## src/rtl/bus_timer_pkg.sv

```systemverilog
// rtl/bus_timer_pkg.sv - register offsets and bit positions for bus_timer
//
// Purpose: register map shared by the RTL and the testbench.
// Contents: tmr_addr_e register offsets, CTRL and STAT bit indices.

package bus_timer_pkg;

  typedef enum logic [2:0] {
    TMR_CTRL  = 3'd0,
    TMR_STAT  = 3'd1,
    TMR_LDLO  = 3'd2,
    TMR_LDHI  = 3'd3,
    TMR_CNTLO = 3'd4,
    TMR_CNTHI = 3'd5,
    TMR_PRE   = 3'd6,
    TMR_RSVD  = 3'd7
  } tmr_addr_e;

  localparam int CTRL_EN   = 0;
  localparam int CTRL_AUTO = 1;
  localparam int CTRL_IE   = 2;

  localparam int STAT_TF   = 0;
  localparam int STAT_RUN  = 7;

endpackage

```

## src/rtl/bus_timer_prescale.sv

```systemverilog
// rtl/bus_timer_prescale.sv - 8-bit prescaler producing the timer tick
//
// Purpose: counts clocks while enabled and issues a one-cycle tick when the
//   count equals the compare value, wrapping back to zero on that tick.
// Ports:
//   clk     in  clock
//   rstn_i  in  synchronous active-low reset
//   en_i    in  count enable
//   clr_i   in  force counter to zero (dominates)
//   cmp_i   in  compare value (divide by cmp_i+1)
//   tick_o  out one-cycle tick, combinational from the current count

module timer_prescale (
  input  logic       clk,
  input  logic       rstn_i,
  input  logic       en_i,
  input  logic       clr_i,
  input  logic [7:0] cmp_i,
  output logic       tick_o
);

  logic [7:0] pre_q, pre_d;

  assign tick_o = en_i && (pre_q == cmp_i);

  // A compare value lowered below the running count lets the counter run
  // on to 8'hFF and wrap naturally before matching again.
  always_comb begin
    pre_d = pre_q;
    if (clr_i)       pre_d = 8'h00;
    else if (tick_o) pre_d = 8'h00;
    else if (en_i)   pre_d = pre_q + 8'h01;
  end

  always_ff @(posedge clk) begin
    if (!rstn_i) pre_q <= 8'h00;
    else         pre_q <= pre_d;
  end

endmodule

```

## src/rtl/bus_timer.sv

```systemverilog
// rtl/bus_timer.sv - 16-bit programmable interval timer on the CPU bus
//
// Purpose: bus responder with CTRL/STAT/LOAD/CNT/PRESCALE registers, a
//   down-counter driven by a prescaler tick, one-shot or auto-reload mode,
//   a coherent LO-then-HI count snapshot and a registered interrupt request.
// Ports:
//   clk    in  CPU clock
//   reset  in  synchronous active-low reset
//   cs     in  chip select
//   we     in  write enable, qualified by cs
//   addr   in  register select
//   din    in  write data
//   dout   out registered read data
//   irq    out registered interrupt request (TF & IE)

module bus_timer
  import bus_timer_pkg::*;
#(
  parameter logic [15:0] RST_LOAD     = 16'hFFFF,
  parameter logic [7:0]  RST_PRESCALE = 8'h00
) (
  input  logic       clk,
  input  logic       reset,
  input  logic       cs,
  input  logic       we,
  input  logic [2:0] addr,
  input  logic [7:0] din,
  output logic [7:0] dout,
  output logic       irq
);

  logic [2:0]  ctrl_q, ctrl_d;
  logic        tf_q, tf_d;
  logic        run_q, run_d;
  logic [15:0] load_q, load_d;
  logic [15:0] cnt_q, cnt_d;
  logic [7:0]  pscale_q, pscale_d;
  logic [7:0]  snap_q, snap_d;
  logic [7:0]  dout_q, dout_d;
  logic        irq_q, irq_d;

  logic        tick;
  logic        wr, rd, ldhi_wr, expire;
  tmr_addr_e   reg_sel;

  assign reg_sel = tmr_addr_e'(addr);
  assign wr      = cs && we;
  assign rd      = cs && !we;
  assign ldhi_wr = wr && (reg_sel == TMR_LDHI);
  // A LOAD_HI write on the same edge as the final tick suppresses expiry.
  assign expire  = tick && (cnt_q == 16'h0000) && !ldhi_wr;

  timer_prescale u_prescale (
    .clk    (clk),
    .rstn_i (reset),
    .en_i   (ctrl_q[CTRL_EN] && run_q),
    .clr_i  (ldhi_wr),
    .cmp_i  (pscale_q),
    .tick_o (tick)
  );

  always_comb begin
    ctrl_d   = ctrl_q;
    load_d   = load_q;
    pscale_d = pscale_q;
    cnt_d    = cnt_q;
    run_d    = run_q;
    snap_d   = snap_q;
    dout_d   = dout_q;
    irq_d    = tf_q && ctrl_q[CTRL_IE];

    // Expiry sets TF even when a write-1-to-clear lands on the same edge.
    tf_d = expire || (tf_q && !(wr && (reg_sel == TMR_STAT) && din[STAT_TF]));

    if (tick && (cnt_q != 16'h0000)) begin
      cnt_d = cnt_q - 16'h0001;
    end else if (expire) begin
      if (ctrl_q[CTRL_AUTO]) cnt_d = load_q;
      else                   run_d = 1'b0;
    end

    if (wr) begin
      case (reg_sel)
        TMR_CTRL: ctrl_d = din[2:0];
        TMR_LDLO: load_d[7:0] = din;
        TMR_LDHI: begin
          load_d[15:8] = din;
          cnt_d        = {din, load_q[7:0]};
          run_d        = 1'b1;
        end
        TMR_PRE:  pscale_d = din;
        default:  ;
      endcase
    end

    if (rd) begin
      case (reg_sel)
        TMR_CTRL:  dout_d = {5'b0, ctrl_q};
        TMR_STAT:  dout_d = {run_q, 6'b0, tf_q};
        TMR_LDLO:  dout_d = load_q[7:0];
        TMR_LDHI:  dout_d = load_q[15:8];
        TMR_CNTLO: begin
          dout_d = cnt_q[7:0];
          snap_d = cnt_q[15:8];
        end
        TMR_CNTHI: dout_d = snap_q;
        TMR_PRE:   dout_d = pscale_q;
        default:   dout_d = 8'h00;
      endcase
    end
  end

  always_ff @(posedge clk) begin
    if (!reset) begin
      ctrl_q   <= 3'b000;
      tf_q     <= 1'b0;
      run_q    <= 1'b0;
      load_q   <= RST_LOAD;
      cnt_q    <= RST_LOAD;
      pscale_q <= RST_PRESCALE;
      snap_q   <= 8'h00;
      dout_q   <= 8'h00;
      irq_q    <= 1'b0;
    end else begin
      ctrl_q   <= ctrl_d;
      tf_q     <= tf_d;
      run_q    <= run_d;
      load_q   <= load_d;
      cnt_q    <= cnt_d;
      pscale_q <= pscale_d;
      snap_q   <= snap_d;
      dout_q   <= dout_d;
      irq_q    <= irq_d;
    end
  end

  assign dout = dout_q;
  assign irq  = irq_q;

endmodule

```

## config.mk

```make
export PLATFORM = sky130hd
export DESIGN_NAME = bus_timer
export DESIGN_NICKNAME = d
export VERILOG_FILES = /design/src/rtl/bus_timer_pkg.sv /design/src/rtl/bus_timer_prescale.sv /design/src/rtl/bus_timer.sv
export SDC_FILE = /design/constraint.sdc
export NUM_CORES = 1
export LEC_CHECK = 0
export ABC_CLOCK_PERIOD_IN_PS = 3450
export BUFFER_PORTS_ARGS = -buffer_cell sky130_fd_sc_hd__buf_2
export CORE_ASPECT_RATIO = 2
export CORE_MARGIN = 2
export CORE_UTILIZATION = 61
export DETAILED_ROUTE_END_ITERATION = 10
export GPL_ROUTABILITY_DRIVEN = 0
export PLACE_DENSITY = 0.87
export SLEW_MARGIN = 10
export SYNTH_ARGS = -nofsm -noshare
export SYNTH_HDL_FRONTEND = slang
export SYNTH_SLANG_ARGS = --single-unit
```

## constraint.sdc

```tcl
create_clock -name clk -period 3.45 [get_ports clk]
set_clock_uncertainty 0.15 [all_clocks]
set_input_delay 0.345 -clock clk [delete_from_list [all_inputs] [get_ports clk]]
set_output_delay 0.345 -clock clk [all_outputs]
set_load 0.01 [all_outputs]
```

# ---- Word-level counts from Yosys, hierarchy flattened
# Cells that the tools add are included.
dict set report word_totals {
  reg_bits 70
  latchBits 0
  mem_bits_rw 0
  rom_bits 0
  inputBits 15
  out_inout_bits 9
  mem_count 0
}
dict set report classes {
  n_addsub 2
  multipliers 0
  div 0
  n_lt_le_gt_ge 0
  eq_ne 7
  n_shift 0
  n_mux 11
  n_bitwise 1
  reduce_logical 25
}
# cell n
set ops {}
lappend ops {{16-bit two-way mux} 5}
lappend ops {{8-bit one-hot mux with 7 select lines} 1}
lappend ops {{16-bit logical NOT} 1}
lappend ops {{16-bit nonzero test} 1}
lappend ops {{16-bit by 1-bit subtractor with 16-bit output, second input constant} 1}
lappend ops {{1-bit logical AND} 12}
lappend ops {{2-bit AND reduction} 5}
lappend ops {{3-bit equality test, second input constant} 3}
lappend ops {{8-bit by 1-bit adder with 8-bit output, second input constant} 1}
lappend ops {{8-bit equality test} 1}
lappend ops {{3-bit by 2-bit equality test with 1-bit output, second input constant} 2}
lappend ops {{1-bit two-way mux} 5}
lappend ops {{3-bit by 1-bit equality test with 1-bit output, second input constant} 1}
lappend ops {{1-bit logical NOT} 3}
lappend ops {{3-bit logical NOT} 1}
lappend ops {{3-bit OR reduction} 1}
lappend ops {{1-bit logical OR} 1}
lappend ops {{1-bit NOT} 1}

# ---- Longest topological paths before layout
# Gate-level depths: netlist of run 1.
dict set report depth {
  ltp_word 8
  depth_mapped 9
  ltp_nobuf 8
}

# ---- Modules after synthesis
# A second synthesis of run 1 with hierarchy kept.
dict set report hier_totals {
  cells_unflattened 408
  area_unflattened_um2 3646.0
}
# mod instances cells_each area_per_inst_um2 seq_area_each_um2
set by_module_without_submodules {}
lappend by_module_without_submodules {bus_timer 1 359 3206.8 1241.2}
lappend by_module_without_submodules {timer_prescale 1 49 439.2 160.2}

# ---- Worst setup path before layout of run 1
# Ideal clock, no wire load.
dict set report synth_path {
  path_kind {reg2reg}
  from {register cnt_q[2]}
  to {register cnt_q[7]}
  setup_time_ns 0.122
  t_arrival_ns 2.364
  t_required_ns 3.178
  setup_slack_ns 0.814
  stages_incl_launch_ff 8
  period_less_slack_ns 2.636
  cell_sequence {dfxtp_1 > or4_1 > buf_2 > or4_4 > or4_4 > a211oi_2 > o22ai_1 > o32a_1}
}
dict set report synth_between {
  elab_chain_cells 7
  word_cells_on_any_way 10
  classes_between {add/sub: 1; mux: 4; reduce/logical: 5}
}
# element line_no
set synth_rtl {}
lappend synth_rtl {{from (decl)} bus_timer.sv:36} ;# logic [15:0] cnt_q, cnt_d;
lappend synth_rtl {{from (signal assigned)} bus_timer.sv:129} ;# cnt_q <= cnt_d;
lappend synth_rtl {{parallel branches: the longest is 4 deep, another holds 16-bit by 1-bit subtractor with 16-bit output} -}
lappend synth_rtl {{16-bit two-way mux *} bus_timer.sv:75} ;# if (tick && (cnt_q != 16'h0000)) begin
lappend synth_rtl {{16-bit two-way mux} bus_timer.sv:83} ;# case (reg_sel)
lappend synth_rtl {{16-bit two-way mux *} bus_timer.sv:82} ;# if (wr) begin
# Mark *: on every way between the ends.
# A chain may end at the register's enable or synchronous reset.

# ---- Worst setup path after layout of run 1
dict set report layout_path {
  from {register cnt_q[0]}
  to {register cnt_q[3]}
}
# The elaborated chain is that of the path after synthesis.

==> impl_metrics.ini, run 1 <==
[outcome]
status = finished clean

[clocking]
postCtsHoldBufs = 0
clkTransAtPathRegs_ns = 0.06
htreeDepth = 3
cts.sinks = 70
cts_buffers = 9
cts_tree = built
cts_max_path_buffers = 2
cts-resized-gates = 0
post-cts-setup-buffer-count = 0
cts_root_buffer = clkbuf_16
insertion_delay_ns = 0.33

[worst_setup_path]
cp-end-kind = register
r2r_cells = 8
start_kind = register
reg2reg_to = cnt_q[3]
rrSetupSlack_ns = 0.35
cp.arrival_ns = 3.17
crit_path_start = cnt_q[0]
crit_fanout = 7
critPathKind = register to register
reg2reg_from = cnt_q[0]
worstPathRequired_ns = 3.52
cp-endpoint = cnt_q[3]

[synthesis]
synth_simple_gate_area_share_pct = 24.6
synth-main-ff-cell = dfxtp_1
syn_inst = 452
synth_cell_types = 63
ys_ff_latch = 70
syn_nets = 470
synth_edf_count = 0
synth_compound_area_share_pct = 17.0
synthMuxAreaShare_pct = 11.4
synthAdderAreaFrac_pct = 0.986
synth-seq-area-share_pct = 36.8
yosysWarnings = 0
syn_area_um2 = 3810
synthArstFlopShare_pct = 0
synth_top_family_by_area = simple AND/OR/NAND/NOR gates
synthXorXnorAreaFrac_pct = 3.68
synth_area_per_cell_um2 = 8.43

[sta]
slew_violations = 0
max_slew.worst_pin.slew_ns = 0.994
tns_ns = 0
fmax_mhz = 323
rsz0062_at_grt = no
finalHoldViolCount = 0
slew_headroom_pct = 32.0
post-route-min-period_ns = 3.10
holdWs_ns = 0.135
fin_crit_sh_pct = 89.9
finalSetupViolCount = 0

[power]
p_per_area_nw_per_um2 = 456
p_leak_uw = 0.00163
vdd_drop_max_mv = 0.526

[place]
dp_hpwl_um = 8230
io_buffers = 23
placed_area_um2 = 3860

[grt]
grt_pass1_wl_um = 18700
grt_antenna_before_repair = 0
grt_max_degree = 36
grt-ovfl-total = 0
grt_pass1_vias = 3715
track_usage_pct = 36.7

[final_layout]
drive_above_1_share_pct = 12.1
fin_nets = 477
utilization_pct = 69.1
final_common_cell = dfxtp_1
diodes = 0
syn_to_final_growth_pct = 8.97
design_area_um2 = 4150
final_cell_mix = dfxtp_1, nor2_1, nand2_1

[routing]
drtAntennaViolNets = 0
firstDrtPassIters = 6
wl_per_cell_um = 22.4
routed-via-count = 3767
drc = 0
via_per_inst = 7.15
drt_iter0_drc = 369
drt_wl_total_um = 11800

[die]
pin_count = 24
start_util_pct = 63.4
dieHeight_um = 116
core_area_um2 = 6010
dieArea_um2 = 6930
die_width_um = 59.9
placementRows = 40

[job]
cap_violations = 0

[min_path]
min_path_type = primary input to register
whs_path_depth = 3
[synth_stat cells, drive strengths merged, types with 2 or more instances]
| library cell | count | share of area (%) |
|---|---|---|
| a21oi | 25 | 3.3 |
| inv | 6 | 0.59 |
| xor2 | 4 | 0.92 |
| o21a | 5 | 0.99 |
| o31ai | 2 | 0.39 |
| a22o | 5 | 1.1 |
| and2 | 2 | 0.33 |
| nor4b | 4 | 0.92 |
| nand4 | 5 | 0.82 |
| a211oi | 4 | 0.92 |
| mux2 | 6 | 1.8 |
| mux2i | 34 | 8.9 |
| or4 | 9 | 2.0 |
| a221oi | 2 | 0.46 |
| buf | 7 | 1.3 |
| nor2 | 63 | 6.2 |
| or3 | 3 | 0.49 |
| nand3 | 20 | 2.6 |
| or2 | 2 | 0.33 |
| a31oi | 2 | 0.33 |
| clkbuf | 24 | 3.2 |
| a22oi | 4 | 0.79 |
| a222oi | 4 | 1.1 |
| ha | 3 | 0.99 |
| and3 | 8 | 1.3 |
| nor3 | 10 | 1.3 |
| nor4 | 7 | 1.5 |
| or4b | 2 | 0.53 |
| o32a | 2 | 0.53 |
| nand2 | 39 | 3.8 |
| xnor2 | 12 | 2.8 |
| nand2b | 4 | 0.66 |
| nand3b | 2 | 0.39 |
| o211ai | 7 | 1.4 |
| o21ai | 22 | 2.9 |
| a2111oi | 3 | 0.85 |
| dfxtp | 70 | 37 |
| nor2b | 4 | 0.66 |
[logic make-up after synthesis]
group                    count (synthesis)
AO/OA/AOI/OAI                           96
XOR/XNOR                                16
adder cells (fa/ha/maj)                  3
buffers and inverters                   39
flip-flops                              70
multiplexers                            41
AND/OR/NAND/NOR                        187
[critical path, cell delays in order, from the launching register on]
cell       delay, ns
dfxtp_1         0.42
inv_1           0.13
ha_1            0.25
nor4b_1         0.14
and4b_1         0.29
a2111oi_0       0.92
nor2_1          0.21
a221oi_1        0.39
nand2_1         0.08
[through the flow]
| stage | std cells | setup slack (ns) | total power [uW] |
|---|---|---|---|
| 2_1_floorplan | 452 | 0.814 | 937 |
| 3_3_place_gp | 511 | 0.632 | 978 |
| 3_5_place_dp | 511 | 0.411 | 982 |
| 4_1_cts | 527 | 0.393 | 1880 |
| 5_1_grt | 527 | 0.304 | 1930 |
| 6_report | 527 | 0.349 | 1890 |
[how the worst min path moves through the flow]
stage / slack (ns) / start / to
2_1_floorplan: 0.28 / load_q[3] / cnt_q[3]
5_1_grt: 0.14 / din[7] / load_q[7]
3_3_place_gp: 0.29 / dout[2] / dout[2]
4_1_cts: 0.13 / din[7] / load_q[7]
6_report: 0.13 / din[7] / load_q[7]
3_5_place_dp: 0.30 / dout[1] / dout[1]
[flip-flops by register name, summed over array words and instances, names as in the netlist]
signal	flops
irq	1
tf_q	1
snap_q	8
cnt_q	16
run_q	1
pscale_q	8
dout	8
ctrl_q	3
load_q	16
u_prescale.pre_q	8
[report_power, final]
part           internal, uW  switching [uW]  total, uW
Clock                   580             338        918
Sequential              823            15.8        838
Combinational          48.2            86.4        135
[metal layers]
metal  GRT usage, %  part of all wire [%]  up-vias
li1               -                     -     1665
met1           39.1                    32     1697
met2           60.0                    50      297
met3           9.26                   9.3      108
met4           27.6                   8.5        0
met5              0                     0        -
[cell type report]
class,count,area (um^2)
Timing Repair Buffer,28,153
Clock buffer,13,250
Multi-Input combinational cell,343,2200
Sequential cell,70,1400
Clock inverter,3,43.8
Fill cell,439,1860
Inverter,7,26.3
Tap cell,63,78.8
Note: power is estimated with default switching activity, not from simulation.
==> inputs of run 2 (changes only) <==
Settings changed: BUFFER_PORTS_ARGS -buffer_cell sky130_fd_sc_hd__buf_2 to unset, CORE_UTILIZATION 61 to 63, DONT_BUFFER_PORTS set to 1, PLACE_DENSITY 0.87 to 0.86.
==> run 2 against run 1 <==
The flow now finishes with violations (DRC). Cell count is 2.3% lower. Sequential cell count is the same. Worst hold slack worse by 0.13 ns. Worst setup slack better by 0.20 ns. Sequential share of layout area about the same. Power shrank 1.2%.
==> impl_metrics.ini, run 2 (synthesized netlist as in run 1, its figures left out) <==
[outcome]
status = complete, but fails checks
failed_checks = DRC

[final_layout]
utilization_pct = 70.2
final_cells = 515
diodes = 0
drive_above_1_share_pct = 8.19
final_cell_mix = dfxtp_1, nor2_1, nand2_1
final_common_cell = dfxtp_1
fin_nets = 465
reg_top3 = cnt_q: 16 flops, load_q: 16 flops
syn_to_final_growth_pct = 8.90

[routing]
via_per_inst = 7.11
drc = 3
routed.top_layer = met4
wl_per_cell_um = 21.4
wl_met3_um = 1050
firstDrtPassIters = 9
routed-wl-met2_um = 5520
drtAntennaViolNets = 0
met1_length_um = 3820
drt_wl_total_um = 11000
drt_iter0_drc = 494
routed-via-count = 3662

[clocking]
cts_max_path_buffers = 2
cts_buffers = 9
cts-resized-gates = 0
insertion_delay_ns = 0.33
clkTransAtPathRegs_ns = 0.06
cts.sinks = 70
cts_root_buffer = clkbuf_16
cts_tree = built
htreeDepth = 3

[sta]
holdWs_ns = 0.00765
fmax_mhz = 345
worst_slack_ns = 0.550
max_slew.worst_pin.slew_ns = 0.911
fin_crit_sh_pct = 84.1
finalSetupViolCount = 0
tns_ns = 0
rsz0062_at_grt = no
slew_headroom_pct = 39.1
post-route-min-period_ns = 2.90
finalHoldViolCount = 0
slew_violations = 0

[grt]
grt_pass1_wl_um = 17300
grt_pass1_vias = 3419
track_usage_pct = 34.2
grt_max_degree = 36
grt-ovfl-total = 0
grt_antenna_before_repair = 0

[die]
core_area_um2 = 5910
die_width_um = 59.0
start_util_pct = 64.5
placementRows = 40
pin_count = 24
dieHeight_um = 114
dieArea_um2 = 6720

[worst_setup_path]
cp-end-kind = register
path_cells = inv_1 -> ha_1 -> nor4b_1 -> and4b_1 -> a2111oi_0 -> nor2_1 -> a221oi_1 -> nand2_1
reg2reg_to = cnt_q[3]
reg2reg_from = cnt_q[0]
cp.arrival_ns = 2.97
crit_cells = 8
r2r_cells = 8
worstPathRequired_ns = 3.52
crit_path_start = cnt_q[0]
path_delay_family = compound AO/OA/AOI/OAI gates
slowest_stage = a2111oi_0
critPathMaxStageDelay_ns = 0.75
rrSetupSlack_ns = 0.55
crit_fanout = 7
critPathKind = register to register
cp-endpoint = cnt_q[3]
start_kind = register
crit_buf_inv = 1

[min_path]
min-delay-start = din[7]
min_path_type = primary input to register

[place]
dp_hpwl_um = 7410
pre_cts_ws_ns = 0.655
io_buffers = 0
dp.cells = 490

[power]
power.share.combinational_pct = 5.8
p_int_uw = 1450
p_per_area_nw_per_um2 = 451
vdd_drop_max_mv = 0.539
power.switching_uw = 420
seqPwrFrac_pct = 45.0
clockPowerShare_pct = 49.2
p_sw_share_pct = 22.5
p_leak_uw = 0.00157

[job]
cap_violations = 0
[run 2: cell count changes in the layout (fill, tap and decap cells not counted), sizes merged]
cell,previous run,this run
buf,28,7
clkbuf,13,11
clkinvlp,0,2
dlygate4sd3,0,9
[run 2: timing repair]
item / CTS / global route
endpoints found under the setup margin: 0 / 0
endpoints found under the hold margin: 25 / 0
setup buffers: 0 / 0
hold buffers: 9 / 0
[run 2: how the worst min path moves through the flow]
stage	end	slack [ns]	depth (start not counted)
4_1_cts	pscale_q[7]	0.002	2
3_5_place_dp	load_q[3]	0.26	1
5_1_grt	pscale_q[7]	0.004	2
2_1_floorplan	cnt_q[3]	0.28	2
3_3_place_gp	load_q[5]	0.26	1
6_report	pscale_q[7]	0.008	2
[run 2: layer usage]
layer,vias to the layer above,track usage [%]
met5,-,0
met2,275,56.1
met1,1691,39.1
met4,0,19.2
li1,1636,-
met3,60,8.62
[run 2: metrics by stage]
| stage | instance area [um^2] | power [uW] |
|---|---|---|
| after global placement | 3760 | 947 |
| after detailed placement | 3760 | 949 |
| after CTS | 4150 | 1880 |
| final | 4150 | 1870 |
| after floorplan | 3810 | 937 |
| after global routing | 4150 | 1920 |
[run 2: area by class of cell]
class | count | area (um^2)
multi-input cells | 343 | 2200
fillers | 447 | 1760
inverters | 7 | 26.3
clock buffers | 11 | 243
repair buffers | 16 | 143
well taps | 63 | 78.8
clock inverters | 5 | 58.8
flip-flops and latches | 70 | 1400
[run 2: power groups by stage]
stage	Combinational, uW	Sequential, uW	Clock, uW
after floorplan	86.2	851	0
after global placement	90.6	856	0
after detailed placement	92.1	857	0
after CTS	105	839	931
after global routing	115	841	965
final	108	841	920
